<file path="src/rtl/seg7_pkg.sv">
// Shared types and segment pattern constants for the seven-segment reader.
// Patterns are written g..a (bit6 = g, bit0 = a), active-low.
package seg7_pkg;

    localparam int unsigned SEG_W  = 7;
    localparam int unsigned CODE_W = 4;

    typedef logic [SEG_W-1:0]  seg_t;
    typedef logic [CODE_W-1:0] code_t;

    localparam seg_t SEG_0 = 7'b1000000;
    localparam seg_t SEG_1 = 7'b1111001;
    localparam seg_t SEG_2 = 7'b0100100;
    localparam seg_t SEG_3 = 7'b0110000;
    localparam seg_t SEG_4 = 7'b0011001;
    localparam seg_t SEG_5 = 7'b0010010;
    localparam seg_t SEG_6 = 7'b0000010;
    localparam seg_t SEG_7 = 7'b1111000;
    localparam seg_t SEG_E = 7'b0000110;

    // Extended hex glyphs, only recognised when the hex decode option is built in.
    localparam seg_t SEG_8 = 7'b0000000;
    localparam seg_t SEG_9 = 7'b0010000;
    localparam seg_t SEG_A = 7'b0001000;
    localparam seg_t SEG_B = 7'b0000011;
    localparam seg_t SEG_C = 7'b1000110;
    localparam seg_t SEG_D = 7'b0100001;
    localparam seg_t SEG_F = 7'b0001110;

endpackage

</file>
<file path="src/rtl/seg7_pattern_decode.sv">
// Combinational segment-pattern to code decoder.
// Build option: SEG7_READER_HEX_EN adds the 8, 9, A, b, C, d, F glyphs.
module seg7_pattern_decode
    import seg7_pkg::*;
(
    input  logic [SEG_W-1:0]  seg,
    output logic [CODE_W-1:0] code,
    output logic              known
);

    // Table lookup; anything not listed is reported as unknown with code 0.
    always_comb begin
        code  = '0;
        known = 1'b1;
        case (seg)
            SEG_0:   code = 4'h0;
            SEG_1:   code = 4'h1;
            SEG_2:   code = 4'h2;
            SEG_3:   code = 4'h3;
            SEG_4:   code = 4'h4;
            SEG_5:   code = 4'h5;
            SEG_6:   code = 4'h6;
            SEG_7:   code = 4'h7;
            SEG_E:   code = 4'hE;
`ifdef SEG7_READER_HEX_EN
            SEG_8:   code = 4'h8;
            SEG_9:   code = 4'h9;
            SEG_A:   code = 4'hA;
            SEG_B:   code = 4'hB;
            SEG_C:   code = 4'hC;
            SEG_D:   code = 4'hD;
            SEG_F:   code = 4'hF;
`endif
            default: known = 1'b0;
        endcase
    end

endmodule

</file>
<file path="src/rtl/seg7_reader.sv">
// Recovers per-digit codes from a multiplexed active-low seven-segment bus.
// A digit commits once its decoded code has been seen STABLE_CNT times in a row.
// Build option: SEG7_READER_HEX_EN (passed through to the pattern decoder).
module seg7_reader
    import seg7_pkg::*;
#(
    parameter int unsigned DIGITS     = 4,
    parameter int unsigned STABLE_CNT = 3
) (
    input  logic                     clk,
    input  logic                     rst,
    input  logic [SEG_W-1:0]         seg_in,
    input  logic [DIGITS-1:0]        an_in,
    input  logic                     sample_en,
    output logic [CODE_W*DIGITS-1:0] value,
    output logic [DIGITS-1:0]        valid,
    output logic                     upd,
    output logic                     pat_err,
    output logic                     sel_err
);

    localparam int unsigned CNT_W = 4;
    localparam int unsigned LOW_W = 4;
    localparam int unsigned IDX_W = (DIGITS > 1) ? $clog2(DIGITS) : 1;
    localparam logic [CNT_W-1:0] CNT_MAX = CNT_W'(STABLE_CNT);
    localparam logic [CNT_W-1:0] CNT_PRE = CNT_W'(STABLE_CNT - 1);

    logic [CODE_W-1:0] dec_code;
    logic              dec_known;
    logic [LOW_W-1:0]  low_cnt;
    logic [IDX_W-1:0]  sel_idx;
    logic              sel_ok;

    logic [CODE_W-1:0] cand_q [DIGITS];
    logic [CNT_W-1:0]  cnt_q  [DIGITS];
    logic [CODE_W-1:0] val_q  [DIGITS];

    seg7_pattern_decode u_decode (
        .seg   (seg_in),
        .code  (dec_code),
        .known (dec_known)
    );

    // Count low select lines and capture which digit is addressed.
    always_comb begin
        low_cnt = '0;
        sel_idx = '0;
        for (int i = 0; i < DIGITS; i++) begin
            if (!an_in[i]) begin
                low_cnt = low_cnt + LOW_W'(1);
                sel_idx = IDX_W'(i);
            end
        end
        sel_ok = (low_cnt == LOW_W'(1));
    end

    // Per-digit stability tracking, commit and one-cycle status pulses.
    always_ff @(posedge clk) begin
        if (rst) begin
            valid   <= '0;
            upd     <= 1'b0;
            pat_err <= 1'b0;
            sel_err <= 1'b0;
            for (int i = 0; i < DIGITS; i++) begin
                cand_q[i] <= '0;
                cnt_q[i]  <= '0;
                val_q[i]  <= '0;
            end
        end else begin
            upd     <= 1'b0;
            pat_err <= 1'b0;
            sel_err <= 1'b0;
            if (sample_en) begin
                if (!sel_ok) begin
                    sel_err <= 1'b1;
                end else if (!dec_known) begin
                    cnt_q[sel_idx] <= '0;
                    valid[sel_idx] <= 1'b0;
                    pat_err        <= 1'b1;
                end else if (dec_code == cand_q[sel_idx]) begin
                    if (cnt_q[sel_idx] != CNT_MAX) begin
                        cnt_q[sel_idx] <= cnt_q[sel_idx] + CNT_W'(1);
                    end
                    // Commit only on the edge into saturation, never while parked there.
                    if (cnt_q[sel_idx] == CNT_PRE) begin
                        val_q[sel_idx] <= cand_q[sel_idx];
                        valid[sel_idx] <= 1'b1;
                        upd            <= 1'b1;
                    end
                end else begin
                    cand_q[sel_idx] <= dec_code;
                    cnt_q[sel_idx]  <= CNT_W'(1);
                end
            end
        end
    end

    // Flatten committed codes onto the output bus, digit i at [4i+3:4i].
    for (genvar g = 0; g < DIGITS; g++) begin : g_value
        assign value[CODE_W*g +: CODE_W] = val_q[g];
    end

endmodule
</file>
<file path="config.mk">
export PLATFORM = sky130hd
export DESIGN_NAME = seg7_reader
export DESIGN_NICKNAME = d
export VERILOG_FILES = /design/src/rtl/seg7_pkg.sv /design/src/rtl/seg7_pattern_decode.sv /design/src/rtl/seg7_reader.sv
export SDC_FILE = /design/constraint.sdc
export NUM_CORES = 1
export LEC_CHECK = 0
export BUFFER_PORTS_ARGS = -buffer_cell sky130_fd_sc_hd__buf_4
export CORE_AREA = 10 10 83 85
export DETAILED_ROUTE_END_ITERATION = 16
export DIE_AREA = 0 0 93 95
export PLACE_DENSITY = 0.91
export SYNTH_ARGS = -nofsm -noshare
export SYNTH_HDL_FRONTEND = slang
export SYNTH_SLANG_ARGS = --single-unit
export TNS_END_PERCENT = 1
</file>
<file path="constraint.sdc">
create_clock -name clk -period 9.3 [get_ports clk]
set_clock_uncertainty 0.2 [all_clocks]
set_input_delay 1.86 -clock clk [delete_from_list [all_inputs] [get_ports clk]]
set_output_delay 1.86 -clock clk [all_outputs]
set_load 0.005 [all_outputs]
</file>
* After elaboration in Yosys (flattened, before gate mapping) *
Memories as Yosys holds them, arrays and structs flattened.
Index checks and enable logic that the tools add are counted.
W data, S select, Z words.

storage, ports and cells
  latch bits = 0
  RAM bits = 48
  memories kept = 3
  output and inout port bits = 23
  ROM bits = 0
  register bits after elaboration = 7
  logic and storage cells = 94
  input bits = 14

cells by class
  eq/ne operators = 15
  div/mod/pow operators = 0
  bitwise gates (word level) = 6
  add/sub/neg operators = 4
  magnitude comparators = 2
  reduce and logical (&&, ||, !) cells = 7
  multipliers = 0
  muxes and demuxes = 53
  shift operators = 0

memory list
  name    depth  bits a word  read ports  clocked after memory_dff  write ports  RTL line           RTL
  cand_q  4      4            1           0                         4            seg7_reader.sv:34  logic [CODE_W-1:0] cand_q [DIGITS];
  cnt_q   4      4            1           0                         4            seg7_reader.sv:35  logic [CNT_W-1:0] cnt_q [DIGITS];
  val_q   4      4            4           0                         4            seg7_reader.sv:36  logic [CODE_W-1:0] val_q [DIGITS];

operators with widths
  operator               number
  $mux W4                11
  $mux W1                35
  $pmux W4 S8            1
  $eq A7 B7 Y1 const B   3
  $add A4 B1 Y4 const B  4
  $eq A7 B5 Y1 const B   2
  $eq A7 B6 Y1 const B   2
  $reduce_or A4 Y1       3
  $mux W2                5
  $reduce_or A9 Y1       1
  $eq A7 B2 Y1 const B   1
  $eq A7 B3 Y1 const B   1
  $and A4 B4 Y4          1
  $eq A4 B1 Y1 const B   1
  $eq A4 B2 Y1 const B   1
  $eq A4 B4 Y1           1
  $ne A2 B1 Y1 const B   2
  $ne A4 B2 Y1 const B   1
  $not A4 Y4             1
  $or A4 B4 Y4           1
  $reduce_and A4 Y1      1
  $lt A2 B3 Y1 const B   1
  $demux W1 S2           1
  $ge A2 B1 Y1 const B   1
  4 further kinds        5

* Depth between registers and ports, before layout *
Gate-level depths: netlist of run 1.

  depth in word-level cells = 16
  gate-level depth with buffers = 14

* Hierarchy *
From an unflattened synthesis of run 1, not the netlist that was laid out.

second synthesis, totals
  cells, all modules = 309
  area, all modules = 3269.4 um^2

by module, submodules not included
  module               instances  cells each  seq. area each (um^2)  area an instance (um^2)
  seg7_reader          1          283         1581.5                 3065.4
  seg7_pattern_decode  1          26          0.0                    203.9

* Least setup slack after synthesis of run 1 *
No wires, ideal clock.

  path kind = input to register
  start point = in an_in[2]
  end point = mem val_q[0][0] (enable)
  path buffers = 3
  required time = 8727 ps
  stages on the path = 11
  setup slack = 4225 ps
  arrival time = 4502 ps
  cell sequence = clkbuf_1 -> clkbuf_1 -> buf_1 -> mux2i_1 -> ha_1 -> or2_2 -> o221ai_1 -> nand4b_1 -> nor2_1 -> nand2_1 -> o31ai_1

RTL lines
  element             RTL line           RTL
  start: declaration  seg7_reader.sv:13  input logic [DIGITS-1:0] an_in,
  end: declaration    seg7_reader.sv:36

==> results.cfg, run 1 <==
[run]
cap_violations = 0

[pwr]
power_density_nw_per_um2 = 139
p_leak_uw = 0.00119
vdd_drop_max_uv = 55.0

[drt]
drt_wl_total_mm = 7.16
detail-route-antenna-nets = 0
drcViolationCount = 0
drt_iter0_markers = 275
wl_per_cell_um = 18.8
vias = 2413
first_pass_iters = 5
vias_per_cell = 6.33

[synth]
yosys_warnings = 0
synth_fp_nets = 300
synthArstFlopShare = 0
ys.flop_type = edfxtp_1
synth_cells = 281
synth_enable_flop_cells = 48
avgSynthCellArea_sq_um = 10.9
ys_ff_latch = 55
syn_area_sq_um = 3070
ys_types = 55
yosysSeqAreaShare = 0.515

[timing]
slew_viol_final = 0
finalCritPeriodShare = 0.531
slew_headroom = 0.419
worst_pin_slew_ns = 0.867
setup_viol = 0
rsz0062_at_grt = false
min_period_ns = 4.94
setup_tns_ns = 0
clock.fmax_mhz = 203
report.final.hold_viol_count = 0

[clocking]
cts_setup_buffers = 0
clock-sinks = 55
cts-root-buf = clkbuf_8
cts_tree = done
insertion_delay_ns = 0.31
htreeDepth = 2
clk_pin_slew_ns = 0.09
max-clock-path-buffers = 2
ctsResizeCount = 0
cts_buffers = 5
hold_buffers = 0

[worst_setup_path]
crit_arrival_ns = 4.85
path_class = in -> reg
required_ns = 9.21
r2r_setup_slack_ns = 6.18
cp-end-kind = flip-flop
cp-start-kind = primary input
cp_max_fo = 13

[layout]
drive_gt1_frac = 0.194
fin_nets = 328
area_growth_pct = 11.7
utilization = 0.643
antenna_cells = 0

[grt]
track_usage = 0.163
grt_pass1_wl_mm = 11.4
antenna_found_initial = 0
grt_pass1_vias = 2331
grt_overflow = 0
grt_max_degree = 30

[placement]
finalWeightedCongestion = 0.904
detailed_place_hpwl_mm = 5.53
port_buffers = 36

[worst_hold_path]
worstHoldPathType = reg -> reg

[die]
die_x_um = 93
io_pins = 37
core_sq_um = 5340
initial_core_util = 0.575
die_height_um = 95
die_area_sq_um = 8840
rows = 27

[run_status]
status = finished, final reports clean
cell type report:
| class | count | area [sq um] |
|---|---|---|
| Multi-Input combinational cell | 202 | 1370 |
| Inverter | 7 | 26.3 |
| Clock buffer | 5 | 68.8 |
| Sequential cell | 55 | 1580 |
| Fill cell | 425 | 1910 |
| Tap cell | 72 | 90.1 |
| Clock inverter | 2 | 8.76 |
| Timing Repair Buffer | 38 | 285 |
final timing paths:
kind,start,to,cells past startpoint
worst max-delay path,an_in[1],val_q[2][0],11
worst min register to register,flip-flop,flip-flop,2
worst min-delay path,flip-flop,flip-flop,2
worst max register to register,cand_q[1][2],val_q[0][2],6
layer usage:
layer  vias up  track usage  part of all wire
met1      1134        0.186              0.40
li1       1145            -                 -
met5         -            0                 0
met3        16       0.0412             0.078
met4         0       0.0694             0.023
met2       118        0.283              0.49
synth_stat cells, types with 5 or more instances:
cell type / instances / area share
a21oi_1: 10 / 0.016
o22ai_1: 6 / 0.012
ha_1: 5 / 0.020
nand3b_1: 5 / 0.012
clkbuf_1: 7 / 0.0086
o21ai_0: 11 / 0.018
nor4_1: 8 / 0.016
o31ai_1: 11 / 0.027
dfxtp_1: 7 / 0.046
o211ai_1: 5 / 0.012
nor3_1: 21 / 0.034
nand2b_1: 7 / 0.014
inv_1: 7 / 0.0086
nand3_1: 6 / 0.0098
edfxtp_1: 48 / 0.47
nand2_1: 13 / 0.016
buf_2: 5 / 0.0081
nor2_1: 25 / 0.031
cells in the final DEF (no fill, tap or decap), drive strengths merged, types with 10 or more instances in the layout:
cell    count
edfxtp     48
buf        38
nor2       25
nor3       22
nand2      13
nor4       13
o31ai      11
o21ai      11
a21oi      10
registers in the layout (all words and copies together) (netlist names), named ones only:
name and count:
cand_q 16, pat_err 1, val_q 16, cnt_q 16
upd 1, sel_err 1
through the flow:
| stage | area [sq um] | hold WS, ns | total power, uW | cells | setup WS (ns) |
|---|---|---|---|---|---|
| after floorplan | 3070 | 0.286 | 336 | 281 | 4.23 |
| after global placement | 3350 | 0.306 | 357 | 374 | 4.09 |
| after detailed placement | 3350 | 0.305 | 360 | 374 | 4.06 |
| after CTS | 3430 | 0.323 | 476 | 381 | 4.39 |
| after global routing | 3430 | 0.364 | 493 | 381 | 4.07 |
| final | 3430 | 0.328 | 477 | 381 | 4.36 |
power breakdown:
| part | leakage [uW] | internal (uW) | switching [uW] |
|---|---|---|---|
| sequential | 0.000552 | 276 | 2.81 |
| combinational | 0.000595 | 26.8 | 49.6 |
| clock | 0.0000414 | 50.3 | 71.6 |
| total | 0.00119 | 353 | 124 |
kinds of logic (layout without fill, tap and decap cells):
group,count (synthesis),in the layout,synth area share
buffers and inverters,24,52,0.0387
AOI/OAI and AO/OA,65,65,0.157
DFF,55,55,0.515
and+or+nand+nor,122,122,0.239
muxes,3,3,0.00978
adders and majority gates,5,5,0.0204
xor gates and xnor gates,7,7,0.0200
worst max-delay path: stages:
cell and delay, ns:
buf_4 0.16, inv_1 0.06, ha_1 0.34, xnor2_1 0.16, ha_1 0.30, or2_2 0.29
o22a_1 0.18, a21oi_1 0.22, and4b_1 0.48, nand2_1 0.41, nor4_1 0.37
Power figures use the tool's default switching activity.
==> inputs of run 2 (changes only) <==
--- a/config.mk
+++ b/config.mk
@@ -6,10 +6,10 @@
 export NUM_CORES = 1
 export LEC_CHECK = 0
 export BUFFER_PORTS_ARGS = -buffer_cell sky130_fd_sc_hd__buf_4
-export CORE_AREA = 10 10 83 85
+export CORE_AREA = 10 10 84 86
 export DETAILED_ROUTE_END_ITERATION = 16
-export DIE_AREA = 0 0 93 95
-export PLACE_DENSITY = 0.91
+export DIE_AREA = 0 0 94 96
+export PLACE_DENSITY = 0.89
 export SYNTH_ARGS = -nofsm -noshare
 export SYNTH_HDL_FRONTEND = slang
 export SYNTH_SLANG_ARGS = --single-unit
==> constraint.sdc (replaced) <==
create_clock -name clk -period 4.6 [get_ports clk]
set_clock_uncertainty 0.2 [all_clocks]
set_input_delay 0.92 -clock clk [delete_from_list [all_inputs] [get_ports clk]]
set_output_delay 0.92 -clock clk [all_outputs]
set_load 0.005 [all_outputs]
==> results.cfg, run 2 (same netlist as run 1, synthesis figures left out) <==
[die]
rows = 27
initial_core_util = 0.568
core_sq_um = 5410
io_pins = 37
die_x_um = 94
die_height_um = 96
die_area_sq_um = 9020

[timing]
fin_ws_ns = 0.641
slew_viol_final = 0
worst_pin_slew_ns = 0.891
slew_headroom = 0.402
rsz0062_at_grt = false
setup_viol = 0
finalCritPeriodShare = 0.861
setup_tns_ns = 0
clock.fmax_mhz = 253
report.final.hold_viol_count = 0
min_period_ns = 3.96

[drt]
vias = 2522
detail-route-antenna-nets = 0
drcViolationCount = 0
drt_wl_total_mm = 7.31
first_pass_iters = 7
wl_per_cell_um = 18.9
vias_per_cell = 6.52
drt_iter0_markers = 338

[worst_setup_path]
required_ns = 4.36
cp-end-kind = flip-flop
crit_arrival_ns = 3.71
cp_max_fo = 12
r2r_setup_slack_ns = 1.46
cp-start-kind = primary input
path_class = in -> reg

[clocking]
clk_pin_slew_ns = 0.09
cts_buffers = 5
clock-sinks = 55
ctsResizeCount = 0
cts_setup_buffers = 0
insertion_delay_ns = 0.31
htreeDepth = 2
hold_buffers = 0
cts_tree = done
max-clock-path-buffers = 2
cts-root-buf = clkbuf_8

[layout]
drive_gt1_frac = 0.206
antenna_cells = 0
final_common_cell = edfxtp_1
area_growth_pct = 13.1
layout_common_cells = edfxtp_1 (48), buf_4 (43), nor2_1 (25), nor3_1 (21), nand2_1 (13)
design_area_sq_um = 3470
reg_top3 = cand_q: 16 flops, cnt_q: 16 flops, val_q: 16 flops
stdcell_count = 387
fin_nets = 333
fillerInstances = 438

[placement]
place_area_sq_um = 3390
detailed_place_hpwl_mm = 5.53
port_buffers = 36
finalWeightedCongestion = 0.906
pre_cts_ws_ns = 0.360
placed_cells = 379

[grt]
track_usage = 0.166
grt_max_degree = 30
grt_pass1_vias = 2388
grt_overflow = 0
grt_pass1_wl_mm = 11.8
antenna_found_initial = 0

[pwr]
p_leak_uw = 0.00121
power_density_nw_per_um2 = 281
vdd_drop_max_uv = 126
power_uw = 974

[run]
cap_violations = 0

[run_status]
status = finished, final reports clean

[worst_hold_path]
worstHoldPathType = reg -> reg
## run 2: power by group
part / leakage (uW) / internal [uW] / total [uW] / switching (uW)
logic: 0.000619 / 57.8 / 161 / 103
clock network: 0.0000422 / 107 / 251 / 144
registers: 0.000552 / 558 / 563 / 4.83
## run 2: area by class of cell
class / instances / area (sq um) / area share
Inverter: 7 / 26.3 / 0.00757
Timing Repair Buffer: 43 / 323 / 0.0930
Clock inverter: 1 / 5.00 / 0.00144
Clock buffer: 7 / 76.3 / 0.0220
Tap cell: 72 / 90.1 / 0.0259
Multi-Input combinational cell: 202 / 1370 / 0.395
Sequential cell: 55 / 1580 / 0.455
## run 2: worst paths after layout
path,end,from,depth (start not counted)
worst max-delay path,val_q[2][1],an_in[1],11
worst min-delay path,flip-flop,flip-flop,2
worst max register to register,val_q[2][1],cand_q[1][2],6
worst min register to register,flip-flop,flip-flop,2
## run 2: through the flow
step           hold slack [ns]   util
2_1_floorplan            0.286      -
3_3_place_gp             0.312  0.627
3_5_place_dp             0.319  0.627
4_1_cts                  0.335  0.642
5_1_grt                  0.379  0.642
6_report                 0.346  0.642
## run 2: worst max-delay path: stages
cell      delay [ns]
buf_4           0.16
inv_1           0.06
ha_1            0.34
xnor2_1         0.16
ha_1            0.31
or2_2           0.29
o221ai_1        0.17
nand4b_1        0.20
nor2_1          0.32
nand2_1         0.18
o31ai_1         0.59
## run 2: layer usage
| layer | wire (um) | global-route usage |
|---|---|---|
| met5 | 0 | 0 |
| met4 | 200 | 0.0646 |
| met3 | 712 | 0.0490 |
| met2 | 3630 | 0.301 |
| met1 | 2770 | 0.180 |
==> inputs of run 3 (changes only) <==
--- a/config.mk
+++ b/config.mk
@@ -6,11 +6,12 @@
 export NUM_CORES = 1
 export LEC_CHECK = 0
 export BUFFER_PORTS_ARGS = -buffer_cell sky130_fd_sc_hd__buf_4
-export CORE_AREA = 10 10 84 86
+export CORE_AREA = 10 10 86 88
 export DETAILED_ROUTE_END_ITERATION = 16
-export DIE_AREA = 0 0 94 96
+export DIE_AREA = 0 0 96 98
 export PLACE_DENSITY = 0.89
 export SYNTH_ARGS = -nofsm -noshare
 export SYNTH_HDL_FRONTEND = slang
+export SYNTH_HIERARCHICAL = 1
 export SYNTH_SLANG_ARGS = --single-unit
 export TNS_END_PERCENT = 1
==> results.cfg, run 3 <==
[worst_setup_path]
rr_endpoint = val_q[0][1]
r2r_start = cand_q[1][1]
cp-start-kind = primary input
crit_arrival_ns = 3.74
cp_max_fo = 7
cp-end-kind = flip-flop
path_class = in -> reg
crit_slowest_cell = o31ai_1
r2r_setup_slack_ns = 1.57
rr_worst_depth = 5
cp_top_family = compound AO/OA/AOI/OAI gates
critPathMaxStageDelay_ns = 0.62
critPathBufInv = 1
required_ns = 4.35
path_cells = buf_4, a211o_1, mux2_4, o31ai_2, o21bai_1, a211oi_1, a2111o_1, or3_1, o31ai_1

[drt]
wl_met1_mm = 3.10
met2_wirelength_mm = 3.99
detail-route-antenna-nets = 0
drcViolationCount = 0
vias = 2697
routed.top_layer = met4
drt_iter0_markers = 371
drt_wl_total_mm = 7.90
wl_per_cell_um = 18.9
wl_met3_um = 637
first_pass_iters = 5
vias_per_cell = 6.47

[clocking]
cts_setup_buffers = 0
max-clock-path-buffers = 2
insertion_delay_ns = 0.31
clock-sinks = 55
cts_buffers = 5
cts-root-buf = clkbuf_8
htreeDepth = 2
ctsResizeCount = 0
cts_tree = done
clk_pin_slew_ns = 0.11
hold_buffers = 0

[die]
io_pins = 37
die_x_um = 96
initial_core_util = 0.569
die_height_um = 98
die_area_sq_um = 9410
core_sq_um = 5750
rows = 28

[worst_hold_path]
min_path_cells = 2
worstHoldPathType = reg -> reg

[pwr]
power_density_nw_per_um2 = 276
p_leak_uw = 0.00128
power_uw = 1020
vdd_drop_max_uv = 166

[timing]
whs_ns = 0.332
rsz0062_at_grt = false
slew_headroom = 0.494
finalCritPeriodShare = 0.867
clock.fmax_mhz = 251
slew_viol_final = 0
setup_viol = 0
setup_tns_ns = 0
min_period_ns = 3.99
worst_pin_slew_ns = 0.751
report.final.hold_viol_count = 0
fin_ws_ns = 0.611

[synth]
synth_fp_nets = 328
synth.most_common_cell = edfxtp_1
ys_ff_latch = 55
ys_types = 64
synthTopCellsByCount = edfxtp_1 (48), nor3_1 (23), nand2_1 (22), nor2_1 (19)
ys.flop_type = edfxtp_1
synth_cells = 309
synth_area_leader_cell = edfxtp_1
yosys-top-cells-area = edfxtp_1 (44%), dfxtp_1 (4.3%), nor3_1 (3.5%)
avgSynthCellArea_sq_um = 10.6
syn_area_sq_um = 3270
yosys_warnings = 6
synth_enable_flop_cells = 48
yosysSeqAreaShare = 0.484
synthArstFlopShare = 0
synth_top_area_frac = 0.441

[placement]
port_buffers = 36
finalWeightedCongestion = 0.933
detailed_place_hpwl_mm = 5.88
pre_cts_ws_ns = 0.311

[grt]
grt_max_degree = 33
grt_pass1_vias = 2547
grt_overflow = 0
track_usage = 0.168
grt_pass1_wl_mm = 12.8
antenna_found_initial = 0

[layout]
drive_gt1_frac = 0.225
fin_nets = 360
final_common_cell = buf_4
layout_common_cells = buf_4 (51), edfxtp_1 (48), nor3_1 (23), nand2_1 (22), nor2_1 (19)
reg_top3 = cand_q: 16 flops, cnt_q: 16 flops, val_q: 16 flops
area_growth_pct = 12.6
antenna_cells = 0

[run_status]
status = finished, final reports clean

[run]
cap_violations = 0
[run 3: cell count changes after synthesis, sizes merged, moves of 6 or more]
cell and delta:
buf +6, nand2 +9, nor2 -6, o211ai -6
[run 3: how the worst max path moves through the flow]
stage	end	startpoint	slack, ns	depth (start not counted)
4_1_cts	val_q[0][0]	seg_in[2]	0.64	9
5_1_grt	val_q[0][0]	an_in[1]	0.35	10
2_1_floorplan	val_q[0][0]	seg_in[3]	0.49	11
3_3_place_gp	val_q[0][2]	seg_in[2]	0.41	9
6_report	val_q[0][1]	seg_in[2]	0.61	9
3_5_place_dp	val_q[0][3]	seg_in[2]	0.31	9
[run 3: cell families (layout without fill, tap and decap cells)]
family | Yosys count | after routing | synth area share
muxes | 6 | 6 | 0.0241
buffers and inverters | 35 | 68 | 0.0612
DFF | 55 | 55 | 0.484
xor gates and xnor gates | 3 | 3 | 0.00804
AOI/OAI and AO/OA | 65 | 65 | 0.153
adders and majority gates | 5 | 5 | 0.0191
and+or+nand+nor | 140 | 140 | 0.250
[run 3: worst reg2reg max path: stages (launching register included)]
cell and delay [ns]:
edfxtp_1 0.38, mux2_2 0.30, o221ai_2 0.40, o2111ai_1 0.28, or3_1 0.49, o31ai_1 0.62
[run 3: cell type report]
cell class                 count  area [sq um]
tap                           75          93.8
multi-input combinational    219          1490
sequential                    55          1580
clock buffer                   5          68.8
fill                         440          2060
inverter                       9          33.8
timing repair buffer          51           383
clock inverter                 3          28.8
[run 3: power by group]
part	internal [uW]	switching (uW)	total, uW
Sequential	558	6.33	564
Combinational	63.3	105	169
Clock	113	170	284
Total	734	282	1020
[run 3: layer usage]
layer | global-route usage | up-vias
li1 | - | 1262
met1 | 0.203 | 1273
met2 | 0.286 | 143
met3 | 0.0314 | 19
met4 | 0.0568 | 0
met5 | 0 | -
[run 3: through the flow]
| step | util | std cells | instance area, sq um |
|---|---|---|---|
| global placement | 0.624 | 409 | 3580 |
| detailed placement | 0.624 | 409 | 3580 |
| global route | 0.641 | 417 | 3680 |
| floorplan | - | 309 | 3270 |
| finish | 0.641 | 417 | 3680 |
| CTS | 0.641 | 417 | 3680 |
